File: src/rtl/px_adc_pkg.sv
`default_nettype none
// +------------------------------------------------------------------+
// | px_adc_pkg : shared types and constants for the pixel ADC emulator |
// | rev 1.0                                                          |
// +------------------------------------------------------------------+
package px_adc_pkg;

  typedef enum logic [1:0] {
    PAT_RAMP  = 2'd0,
    PAT_CONST = 2'd1,
    PAT_CHECK = 2'd2,
    PAT_LFSR  = 2'd3
  } pat_mode_t;

  localparam int DATA_BITS  = 12;
  localparam int FRAME_BITS = 16;

  localparam logic [15:0] LFSR_SEED = 16'hACE1;
  // x^16 + x^14 + x^13 + x^11 + 1 -> bits 15, 13, 12, 10
  localparam logic [15:0] LFSR_TAPS = 16'hB400;

endpackage : px_adc_pkg
`default_nettype wire

File: src/rtl/px_adc_pattern_gen.sv
`default_nettype none
// +------------------------------------------------------------------+
// | px_adc_pattern_gen : pixel position, LFSR and per-channel samples |
// | rev 1.0                                                          |
// +------------------------------------------------------------------+
module px_adc_pattern_gen #(
  parameter int DATA_BITS = 12,
  parameter int FRAME_W   = 112,
  parameter int FRAME_H   = 112,
  parameter int CH_OFFSET = 256
) (
  input  logic                      clk,
  input  logic                      reset,
  input  logic                      advance,
  input  logic                      frame_start,
  input  logic [1:0]                mode,
  input  logic [DATA_BITS-1:0]      const_val,
  output logic [3:0][DATA_BITS-1:0] sample
);
  import px_adc_pkg::*;

  localparam int COL_W = (FRAME_W > 1) ? $clog2(FRAME_W) : 1;
  localparam int ROW_W = (FRAME_H > 1) ? $clog2(FRAME_H) : 1;

  logic [COL_W-1:0] col;
  logic [ROW_W-1:0] row;
  logic [15:0]      lfsr;
  logic             lfsr_fb;
  logic             check_odd;

  assign lfsr_fb   = ^(lfsr & LFSR_TAPS);
  assign check_odd = col[0] ^ row[0];

  // frame_start wins over a same-cycle advance
  always_ff @(posedge clk or posedge reset) begin
    if (reset) begin
      col  <= '0;
      row  <= '0;
      lfsr <= LFSR_SEED;
    end else if (frame_start) begin
      col  <= '0;
      row  <= '0;
      lfsr <= LFSR_SEED;
    end else if (advance) begin
      lfsr <= {lfsr[14:0], lfsr_fb};
      if (col == COL_W'(FRAME_W - 1)) begin
        col <= '0;
        row <= (row == ROW_W'(FRAME_H - 1)) ? '0 : row + ROW_W'(1);
      end else begin
        col <= col + COL_W'(1);
      end
    end
  end

  for (genvar k = 0; k < 4; k++) begin : g_ch
    localparam logic [DATA_BITS-1:0] OFF = DATA_BITS'(k * CH_OFFSET);
    localparam logic [DATA_BITS-1:0] INV = (k % 2 == 1) ? '1 : '0;

    always_comb begin
      sample[k] = '0;
      case (pat_mode_t'(mode))
        PAT_RAMP:  sample[k] = DATA_BITS'(col) + DATA_BITS'(row) + OFF;
        PAT_CONST: sample[k] = const_val;
        PAT_CHECK: sample[k] = (check_odd ? '1 : '0) ^ INV;
        PAT_LFSR:  sample[k] = lfsr[DATA_BITS-1:0] + OFF;
        default:   sample[k] = '0;
      endcase
    end
  end

endmodule : px_adc_pattern_gen
`default_nettype wire

File: src/rtl/px_adc_emulator.sv
`default_nettype none
// +------------------------------------------------------------------+
// | px_adc_emulator : four serial pixel ADCs driven by shared CS/SCLK |
// | rev 1.0                                                          |
// +------------------------------------------------------------------+
module px_adc_emulator #(
  parameter int DATA_BITS  = 12,
  parameter int LEAD_ZEROS = 4,
  parameter int FRAME_W    = 112,
  parameter int FRAME_H    = 112,
  parameter int CH_OFFSET  = 256
) (
  input  logic                 clk,
  input  logic                 reset,
  input  logic                 px_adc_cs,
  input  logic                 px_adc_sclk,
  input  logic [1:0]           pattern_mode,
  input  logic [DATA_BITS-1:0] const_val,
  input  logic                 frame_start,
  output logic                 px0_adc_dout,
  output logic                 px1_adc_dout,
  output logic                 px2_adc_dout,
  output logic                 px3_adc_dout,
  output logic                 busy,
  output logic [15:0]          conv_count,
  output logic                 err_short
);
  import px_adc_pkg::*;

  localparam int SR_W  = LEAD_ZEROS + DATA_BITS;
  localparam int CNT_W = $clog2(SR_W + 1);

  logic [1:0] cs_sync, sclk_sync;
  logic       cs_prev, sclk_prev;
  logic       cs_fall, cs_rise, sclk_fall, cs_low;
  logic       full_frame, advance;

  logic [CNT_W-1:0]           bit_cnt;
  logic [3:0][SR_W-1:0]       shreg;
  logic [3:0][DATA_BITS-1:0]  sample;

  // Both lines idle high, so the synchronizers reset high to avoid phantom edges
  always_ff @(posedge clk or posedge reset) begin
    if (reset) begin
      cs_sync   <= 2'b11;
      cs_prev   <= 1'b1;
      sclk_sync <= 2'b11;
      sclk_prev <= 1'b1;
    end else begin
      cs_sync   <= {cs_sync[0], px_adc_cs};
      cs_prev   <= cs_sync[1];
      sclk_sync <= {sclk_sync[0], px_adc_sclk};
      sclk_prev <= sclk_sync[1];
    end
  end

  assign cs_fall    = cs_prev & ~cs_sync[1];
  assign cs_rise    = ~cs_prev & cs_sync[1];
  assign cs_low     = ~cs_sync[1];
  assign sclk_fall  = sclk_prev & ~sclk_sync[1];
  assign full_frame = (bit_cnt >= CNT_W'(SR_W - 1));
  assign advance    = cs_rise & busy & full_frame;

  px_adc_pattern_gen #(
    .DATA_BITS (DATA_BITS),
    .FRAME_W   (FRAME_W),
    .FRAME_H   (FRAME_H),
    .CH_OFFSET (CH_OFFSET)
  ) u_pattern_gen (
    .clk         (clk),
    .reset       (reset),
    .advance     (advance),
    .frame_start (frame_start),
    .mode        (pattern_mode),
    .const_val   (const_val),
    .sample      (sample)
  );

  // A CS fall always reloads, even if the previous conversion never saw a rise
  always_ff @(posedge clk or posedge reset) begin
    if (reset) begin
      shreg      <= '0;
      bit_cnt    <= '0;
      busy       <= 1'b0;
      conv_count <= '0;
      err_short  <= 1'b0;
    end else begin
      err_short <= 1'b0;
      if (cs_fall) begin
        for (int k = 0; k < 4; k++) begin
          shreg[k] <= {{LEAD_ZEROS{1'b0}}, sample[k]};
        end
        bit_cnt <= '0;
        busy    <= 1'b1;
      end else if (cs_rise && busy) begin
        busy  <= 1'b0;
        shreg <= '0;
        if (full_frame) begin
          conv_count <= conv_count + 16'd1;
        end else begin
          err_short <= 1'b1;
        end
      end else if (sclk_fall && cs_low && busy && (bit_cnt < CNT_W'(SR_W))) begin
        for (int k = 0; k < 4; k++) begin
          shreg[k] <= {shreg[k][SR_W-2:0], 1'b0};
        end
        bit_cnt <= bit_cnt + CNT_W'(1);
      end
    end
  end

  assign px0_adc_dout = shreg[0][SR_W-1];
  assign px1_adc_dout = shreg[1][SR_W-1];
  assign px2_adc_dout = shreg[2][SR_W-1];
  assign px3_adc_dout = shreg[3][SR_W-1];

endmodule : px_adc_emulator
`default_nettype wire

File: config.mk
export PLATFORM = sky130hd
export DESIGN_NAME = px_adc_emulator
export DESIGN_NICKNAME = d
export VERILOG_FILES = /design/src/rtl/px_adc_pkg.sv /design/src/rtl/px_adc_pattern_gen.sv /design/src/rtl/px_adc_emulator.sv
export SDC_FILE = /design/constraint.sdc
export NUM_CORES = 1
export LEC_CHECK = 0
export CORE_MARGIN = 4
export CORE_UTILIZATION = 40
export CTS_CLUSTER_SIZE = 8
export DETAILED_ROUTE_END_ITERATION = 7
export GPL_ROUTABILITY_DRIVEN = 0
export GPL_TIMING_DRIVEN = 0
export SYNTH_ARGS = -nofsm -noshare
export SYNTH_HDL_FRONTEND = slang
export SYNTH_HIERARCHICAL = 1
export SYNTH_SLANG_ARGS = --single-unit
export TNS_END_PERCENT = 100
File: constraint.sdc
create_clock -name clk -period 3 [get_ports clk]
set_input_delay 0.6 -clock clk [delete_from_list [all_inputs] [get_ports clk]]
set_output_delay 0.6 -clock clk [all_outputs]
set_load 0.02 [all_outputs]
Yosys cells after proc, flatten, opt, wreduce, memory -nomap -nowiden. Index checks and enable logic that the tools add are counted.

Order comparisons: 2. Bitwise gates (word level): 11. Equal/unequal tests: 6. Mux-type cells: 25. Add/subtract/negate cells: 11. Reductions and logical operators: 14.

Operators by type and width (number): 2-to-1 mux 64 bit (3); one-hot mux 12 bit (4 select lines) (4); 2-to-1 mux 7 bit (7); adder 12 x 10 -> 12 bit (second input constant) (4); 2-to-1 mux 16 bit (2); adder 12 x 9 -> 12 bit (second input constant) (2); adder 16 x 1 -> 16 bit (second input constant) (1); XOR reduction 16 bit (1); 2-to-1 mux 5 bit (3); adder 7 x 1 -> 7 bit (second input constant) (2); == test 7 bit (second input constant) (2); 2-to-1 mux 12 bit (1); NOT 12 bit (1); adder 7 x 7 -> 8 bit (1); nonzero test 2 bit (4); adder 5 x 1 -> 5 bit (second input constant) (1); bitwise AND 1 bit (5); greater-or-equal comparator 5 x 4 -> 1 bit (second input constant) (1); less-than comparator 5 bit (second input constant) (1); 2-to-1 mux 1 bit (5); == test 2 bit (second input constant) (2); logical AND 1 bit (4); NOT 1 bit (4); AND reduction 2 bit (2); 6 further kinds (6).

Output and inout bits: 22. Flip-flop bits (word level): 123. Bits of input ports: 19. Logic and storage cells: 84.

Longest topological paths before layout. Gate-level depths: netlist of the first run.

Depth after elaboration: 8. Gate-level depth with buffers: 11. Gate-level depth less buffers: 10.

Hierarchy. Netlist of the first run, hierarchy kept.

Modules (own cells, without submodules): px_adc_emulator (instances 1, cells an instance 382, seq. area each 2334.7 um^2, area an instance 4023.9 um^2); px_adc_pattern_gen (instances 1, cells an instance 287, seq. area each 760.7 um^2, area an instance 2412.3 um^2).

Worst setup path before layout of the first run. No wires, ideal clock.

Path type: reg-to-reg. From: register bit_cnt[0]. To: register u_pattern_gen.row[2]. Path buffers: 1. Required time: 2.868 ns. Data arrival time: 2.252 ns. Cell stages (with the launch flop): 12. Setup slack: 0.616 ns. Setup time: 0.132 ns. Clock period less this slack: 2.384 ns. Cells stage by stage: dfrtp_1 -> ha_1 -> and3_1 -> ha_1 -> nor2_1 -> a21oi_1 -> o2111a_2 -> and4b_1 -> buf_2 -> nand2_1 -> xor2_1 -> nor2_1.

Cells in the longest elaborated chain, start to end: 4.

Ends and longest elaborated chain: from (decl) (line px_adc_emulator.sv:38) `logic [CNT_W-1:0] bit_cnt;`; from (signal assigned) (line px_adc_emulator.sv:107) `bit_cnt <= bit_cnt + CNT_W'(1);`; greater-or-equal comparator 5 x 4 -> 1 bit (line px_adc_emulator.sv:61) `assign full_frame = (bit_cnt >= CNT_W'(SR_W - 1));`; bitwise AND 1 bit (line px_adc_emulator.sv:62) `assign advance = cs_rise & busy & full_frame;`; via advance (line px_adc_emulator.sv:36) `logic full_frame, advance;`; nonzero test 2 bit (no line); AND reduction 2 bit (no line); to (signal assigned) (line px_adc_pattern_gen.sv:48) `row <= (row == ROW_W'(FRAME_H - 1)) ? '0 : row + ROW_W'(1);`; to (decl) (line px_adc_pattern_gen.sv:26) `logic [ROW_W-1:0] row;`.

The timed path passes the listed nets, and every way through them passes these cells. A chain may end at the register's enable or synchronous reset.

Worst setup path in the final report of the first run. Same ends and word-level chain as after synthesis.

==> results of run 1 <==
cell type report:
type,instances,share of cell area
inverters,13,0.006761
clock buffers,19,0.05827
repair buffers,42,0.05666
clock inverters,13,0.02125
multi-input cells,478,0.3841
well taps,216,0.03477
flip-flops and latches,123,0.3983
plain buffers,55,0.03992
path summary, 6_finish.rpt:
kind	endpoint	slack (ns)	cells past startpoint	start
hold / removal	cs_sync[1]	0.36	0	cs_sync[0]
min in group asynchronous	conv_count[10]	0.63	2	reset
setup / recovery	u_pattern_gen/row[2]	0.31	11	bit_cnt[0]
hold reg to reg	cs_sync[1]	0.36	0	cs_sync[0]
max in group asynchronous	u_pattern_gen/row[6]	1.41	2	reset
setup reg to reg	u_pattern_gen/row[2]	0.31	11	bit_cnt[0]
critical path, stage by stage (launching register included):
cell	delay, ns
dfrtp_1	0.42
ha_1	0.23
and3_1	0.18
ha_1	0.17
nor2_1	0.33
a21oi_2	0.22
o2111a_2	0.36
and4b_1	0.20
buf_2	0.15
nand2_1	0.09
xor2_1	0.14
nor2_1	0.06
cell usage after synthesis, types with 8 or more instances:
cell	count	area [sq um]
a211o_1	9	78.83
a21oi_1	53	265.3
buf_4	20	150.1
clkbuf_1	26	97.59
dfrtp_1	109	2728
dfstp_2	14	367.9
ha_1	16	200.2
inv_1	12	45.04
mux2i_1	56	560.5
nand2_1	118	442.9
nand3_1	22	110.1
nor2_1	24	90.09
nor2b_1	13	81.33
o21ai_0	35	175.2
o21ai_1	38	190.2
xnor2_1	27	236.5
xor2_1	8	70.07
state kept, by name, summed over array words and instances, names as in the netlist, 2 cells and up:
| name | count |
|---|---|
| cs_sync | 2 |
| u_pattern_gen/col | 7 |
| sclk_sync | 2 |
| u_pattern_gen/lfsr | 16 |
| shreg | 60 |
| conv_count | 16 |
| bit_cnt | 5 |
| u_pattern_gen/row | 7 |
stage by stage:
stage | setup WS (ns) | utilization
4_1_cts | 0.2055 | 0.4908
2_1_floorplan | 0.6160 | -
6_report | 0.3081 | 0.4911
3_3_place_gp | 0.2655 | 0.4492
3_5_place_dp | 0.2220 | 0.4518
5_1_grt | 0.1480 | 0.4911
cell families after synthesis:
group,Yosys count,share of synthesized area
compound gates,149,0.1291
xor+xnor,35,0.04763
fa+ha+maj,18,0.03577
buf+inv,68,0.05579
flops,123,0.4809
mux,61,0.09584
simple gates,215,0.1549
metal layers:
layer | share of wire | vias to the layer above | track usage
met5 | 0 | - | 0
met4 | 0.011 | 0 | 0.04751
met3 | 0.043 | 17 | 0.04471
met2 | 0.48 | 102 | 0.2865
met1 | 0.46 | 2404 | 0.2192
li1 | - | 2417 | -
what timing repair did:
item,CTS,global route
gates resized for setup,0,1
hold endpoints to repair,0,0
endpoints found under the setup margin,0,3
power by group through the flow:
stage	combinational (mW)	sequential (mW)	clock, mW
floorplan	0.252	1.83	0
global placement	0.352	1.85	0
detailed placement	0.366	1.85	0
CTS	0.366	1.82	2.16
global route	0.406	1.83	2.25
finish	0.360	1.82	2.11
==> run metrics, run 1 <==
Initial Utilization=0.4066; CTS Buf Count=17; Vias=4940; core area=15830 sq um; Worst slew margin=0.2198; Detail Route Antenna Nets=0; DRC Markers=0; DRT iter0 DRCs=236; CTS tree=yes; P&R area growth vs syn=20.76%; Setup CP Type=reg -> reg; Seq/Total Area, Yosys=0.4809; final WL=14690 microns; Fin. Hold Viols=0; die footprint=18180 sq um; Post-synth ARST share=1.000; critical-path maximum fanout=6; Synth warnings=6; Via-to-Cell Ratio=5.151; Die Ht=134.9 microns; most common cell after layout, fill and taps aside=nand2_1; dpl hpwl=10860 microns; Leak=3.363 nW; n_diodes=0; Max Slew Vio Count=0; Clk pwr share=0.492; status=complete, no violations; Clock transition at path regs=0.06 ns; WL/cell=15.31 microns; Setup Buffers After CTS=0; initial antenna violation count=0; fmax=0.3715 GHz; overall power=4.294 mW; GRT overflow=0; largest net degree at the start of global routing=43; RSZ-0062 raised after global routing=false; Critical Path Start Type=flip-flop; Syn Nets=705; layout cell share with drive strength beyond 1=0.1184; cts hold-fix bufs=0; Layout Cells excl Fill=959; Internal=3.268 mW; Power Density=552.4 nW/um^2; die width=134.9 microns; period utilization=0.8973; first-pass GRT wire length=24470 microns; Site Rows=46; Layout Nets=766; Total GRT Usage=0.1709; Final Setup Violations=0; vias in the first global route=4937; Gate power share=0.084; Worst Tran Pin Value=1.169 ns; CP endpoint kind=flip-flop; Ports=41; Final Critical Period=2.692 ns; hold_ws=0.3623 ns; leading cell types in the layout, fill and taps excluded=nand2_1, dfrtp_1, mux2i_1; number of fill cells=1455; clock tree root driver cell=clkbuf_16; placed instance area=7151 sq um; sw frac=0.2390; count of different cell masters after synthesis=47; Worst Clk Skew=0.008803 ns; # clock sinks=123; required time of the worst setup path=3.28 ns; EDFF count, synth=0; clk_lat worst skew=0.42 ns; Max-Cap Viols=0; footprint of the multi-input gates=2985 sq um; CP Data Arrival Time=2.97 ns; input/output buffers=40; Netlist Area Pre-Place=6436 sq um; Max clock buf depth=2; Hold Crit Class=reg -> reg; Final Instance Area=7772 sq um; cell count after synthesis=669; sequential power share=0.424; placed instance count=927; average cell area after synthesis=9.621 sq um; dominant synthesized flop cell=dfrtp_1; 1st-pass router iterations=5; P_sw=1.026 mW; synthesized flop and latch total=123; Max IR drop VDD=439.4 uV; Final TNS setup=0 ns; FF+latch area=3095 sq um; htree depth=4
(Power assumes the default switching activity.)
==> run 2: changes to the inputs <==
--- a/config.mk
+++ b/config.mk
@@ -5,6 +5,7 @@
 export SDC_FILE = /design/constraint.sdc
 export NUM_CORES = 1
 export LEC_CHECK = 0
+export ABC_AREA = 1
 export CORE_MARGIN = 4
 export CORE_UTILIZATION = 40
 export CTS_CLUSTER_SIZE = 8
==> run 2 against run 1 <==
Effect of this change:
- combinational power increased by 120%
- core utilization increased by 0.23 points
- critical path depth rose by 4
- non-clock buffer count down 5
- setup slack gained 0.071 ns
- die area increased by 6.5%
- maximum frequency increased by 2.7%
- largest cell class unchanged
==> run metrics, run 2 <==
Power Density=602.7 nW/um^2; Ports=41; clk_lat worst skew=0.42 ns; # clock sinks=123; Vias=5943; dominant synthesized flop cell=dfrtp_1; DRT iter0 DRCs=491; Worst Tran Pin Value=1.146 ns; first-pass GRT wire length=28100 microns; count leader, synth=nand2_1; core area=16700 sq um; most common cell after layout, fill and taps aside=nand2_1; worst r2r src=bit_cnt[1]; Worst Clk Skew=0.008624 ns; Top reg by flops=shreg; leading cell types in the layout, fill and taps excluded=nand2_1, inv_1, dfrtp_1; synthesized flop and latch total=123; Seq/Total Area, Yosys=0.4497; RSZ-0062 raised after global routing=false; P&R area growth vs syn=19.68%; die width=139.2 microns; leading area contributor after synthesis=dfrtp_1; vias in the first global route=5670; Hold Startpoint=cs_sync[0]; cts hold-fix bufs=0; max FFs per register=60; CTS Buf Count=17; Final TNS setup=0 ns; count of different cell masters after synthesis=40; average cell area after synthesis=7.573 sq um; Initial Utilization=0.4122; Via-to-Cell Ratio=4.940; dpl hpwl=11850 microns; CP Data Arrival Time=2.94 ns; Max clock buf depth=2; Post-synth ARST share=1.000; final WL=16560 microns; top cells by instance count after synthesis=nand2_1, inv_1, dfrtp_1, o21ai_0, nand3_1; Netlist Area Pre-Place=6884 sq um; Max Slew Vio Count=0; input/output buffers=39; Fin. Hold Viols=0; htree depth=4; largest registers=shreg x60, conv_count x16, u_pattern_gen/lfsr x16; fmax=0.3816 GHz; largest cells by area after synthesis=dfrtp_1, nand2_1, o21ai_0, inv_1, dfstp_2; Critical Path Start Type=flip-flop; Final Critical Period=2.621 ns; required time of the worst setup path=3.32 ns; Layout Nets=1006; share of the synthesized area in the top cell type=0.3962; 1st-pass router iterations=5; critical-path maximum fanout=10; Clock transition at path regs=0.06 ns; clock tree root driver cell=clkbuf_16; Leak=3.979 nW; Die Ht=139.2 microns; Setup CP Type=reg -> reg; largest net degree at the start of global routing=40; DRC Markers=0; WL/cell=13.76 microns; Detail Route Antenna Nets=0; final design utilization=0.4933; die footprint=19370 sq um; CP startpoint=bit_cnt[1]; GRT overflow=0; Synth warnings=6; EDFF count, synth=0; Total GRT Usage=0.1785; Worst slew margin=0.2353; CTS tree=yes; number of fill cells=1659; Syn Nets=945; status=complete, no violations; period utilization=0.8735; Hold Crit Class=reg -> reg; cell count after synthesis=909; layout cell share with drive strength beyond 1=0.1302; Final Setup Violations=0; Site Rows=47; initial antenna violation count=0; Max IR drop VDD=448.5 uV; CP endpoint kind=flip-flop; n_diodes=0; Max-Cap Viols=0
[run 2: critical path: stages, from the launching register on]
cell      delay [ns]
dfrtp_1         0.41
ha_1            0.19
nand2_1         0.07
nor2_1          0.10
ha_1            0.15
nor2_1          0.04
nand2_1         0.13
nand2_2         0.14
inv_2           0.13
buf_2           0.24
clkbuf_2        0.30
inv_2           0.15
o21ai_4         0.28
nand2_1         0.08
nand2_1         0.08
inv_1           0.03
[run 2: metrics by stage]
step                worst slack, ns  std cells  hold slack, ns  total power [mW]  cell area [sq um]
floorplan                    0.8348        909          0.3452             2.518               6888
global placement             0.1852       1168          0.3471             2.730               7553
detailed placement           0.3400       1170          0.3501             2.744               7594
CTS                          0.3091       1202          0.3558             5.005               8232
global route                0.07418       1203          0.3574             5.226               8239
finish                       0.3794       1203          0.3553             4.965               8239
[run 2: routing by layer]
layer / wire length [microns] / share of wire / vias up / GRT usage
met5: 0 / 0 / - / 0
met4: 193 / 0.012 / 0 / 0.05098
met3: 859 / 0.052 / 12 / 0.04690
met2: 7419 / 0.45 / 130 / 0.2713
li1: - / - / 3022 / -
met1: 8088 / 0.49 / 2779 / 0.2526
[run 2: kinds of logic (layout without fill, tap and decap cells)]
group | Yosys count | after routing | share of synthesized area
AO/OA/AOI/OAI | 161 | 161 | 0.1296
XOR/XNOR | 10 | 10 | 0.01272
adder cells (fa/ha/maj) | 17 | 17 | 0.03199
buffers and inverters | 175 | 249 | 0.1143
flip-flops | 123 | 123 | 0.4497
AND/OR/NAND/NOR | 423 | 423 | 0.2617
[run 2: cell type report]
cell class	count	area, sq um	share of cell area
Tap cell	220	275.3	0.03341
Clock inverter	15	212.7	0.02582
Inverter	125	473.0	0.05740
Timing Repair Buffer	42	437.9	0.05315
Sequential cell	123	3095	0.3757
Buffer	50	317.8	0.03857
Multi-Input combinational cell	611	3002	0.3643
Clock buffer	17	425.4	0.05163
[run 2: worst paths after layout]
check | end | slack (ns) | depth (start not counted)
setup / recovery | u_pattern_gen/row[6] | 0.38 | 15
hold / removal | cs_sync[1] | 0.36 | 0
setup reg to reg | u_pattern_gen/row[6] | 0.38 | 15
hold reg to reg | cs_sync[1] | 0.36 | 0
max in group asynchronous | u_pattern_gen/lfsr[3] | 1.44 | 2
min in group asynchronous | shreg[22] | 0.59 | 2
[run 2: repair_timing]
action / in CTS / in global routing
endpoints found under the setup margin: 0 / 1
buffers inserted: 0 / 1
resized for setup: 0 / 0
[run 2: report_power, final]
| group | switching (mW) | internal (mW) | total (mW) |
|---|---|---|---|
| sequential | 0.0917 | 1.85 | 1.94 |
| combinational | 0.484 | 0.295 | 0.779 |
| clock | 0.835 | 1.41 | 2.24 |
| total | 1.41 | 3.55 | 4.97 |
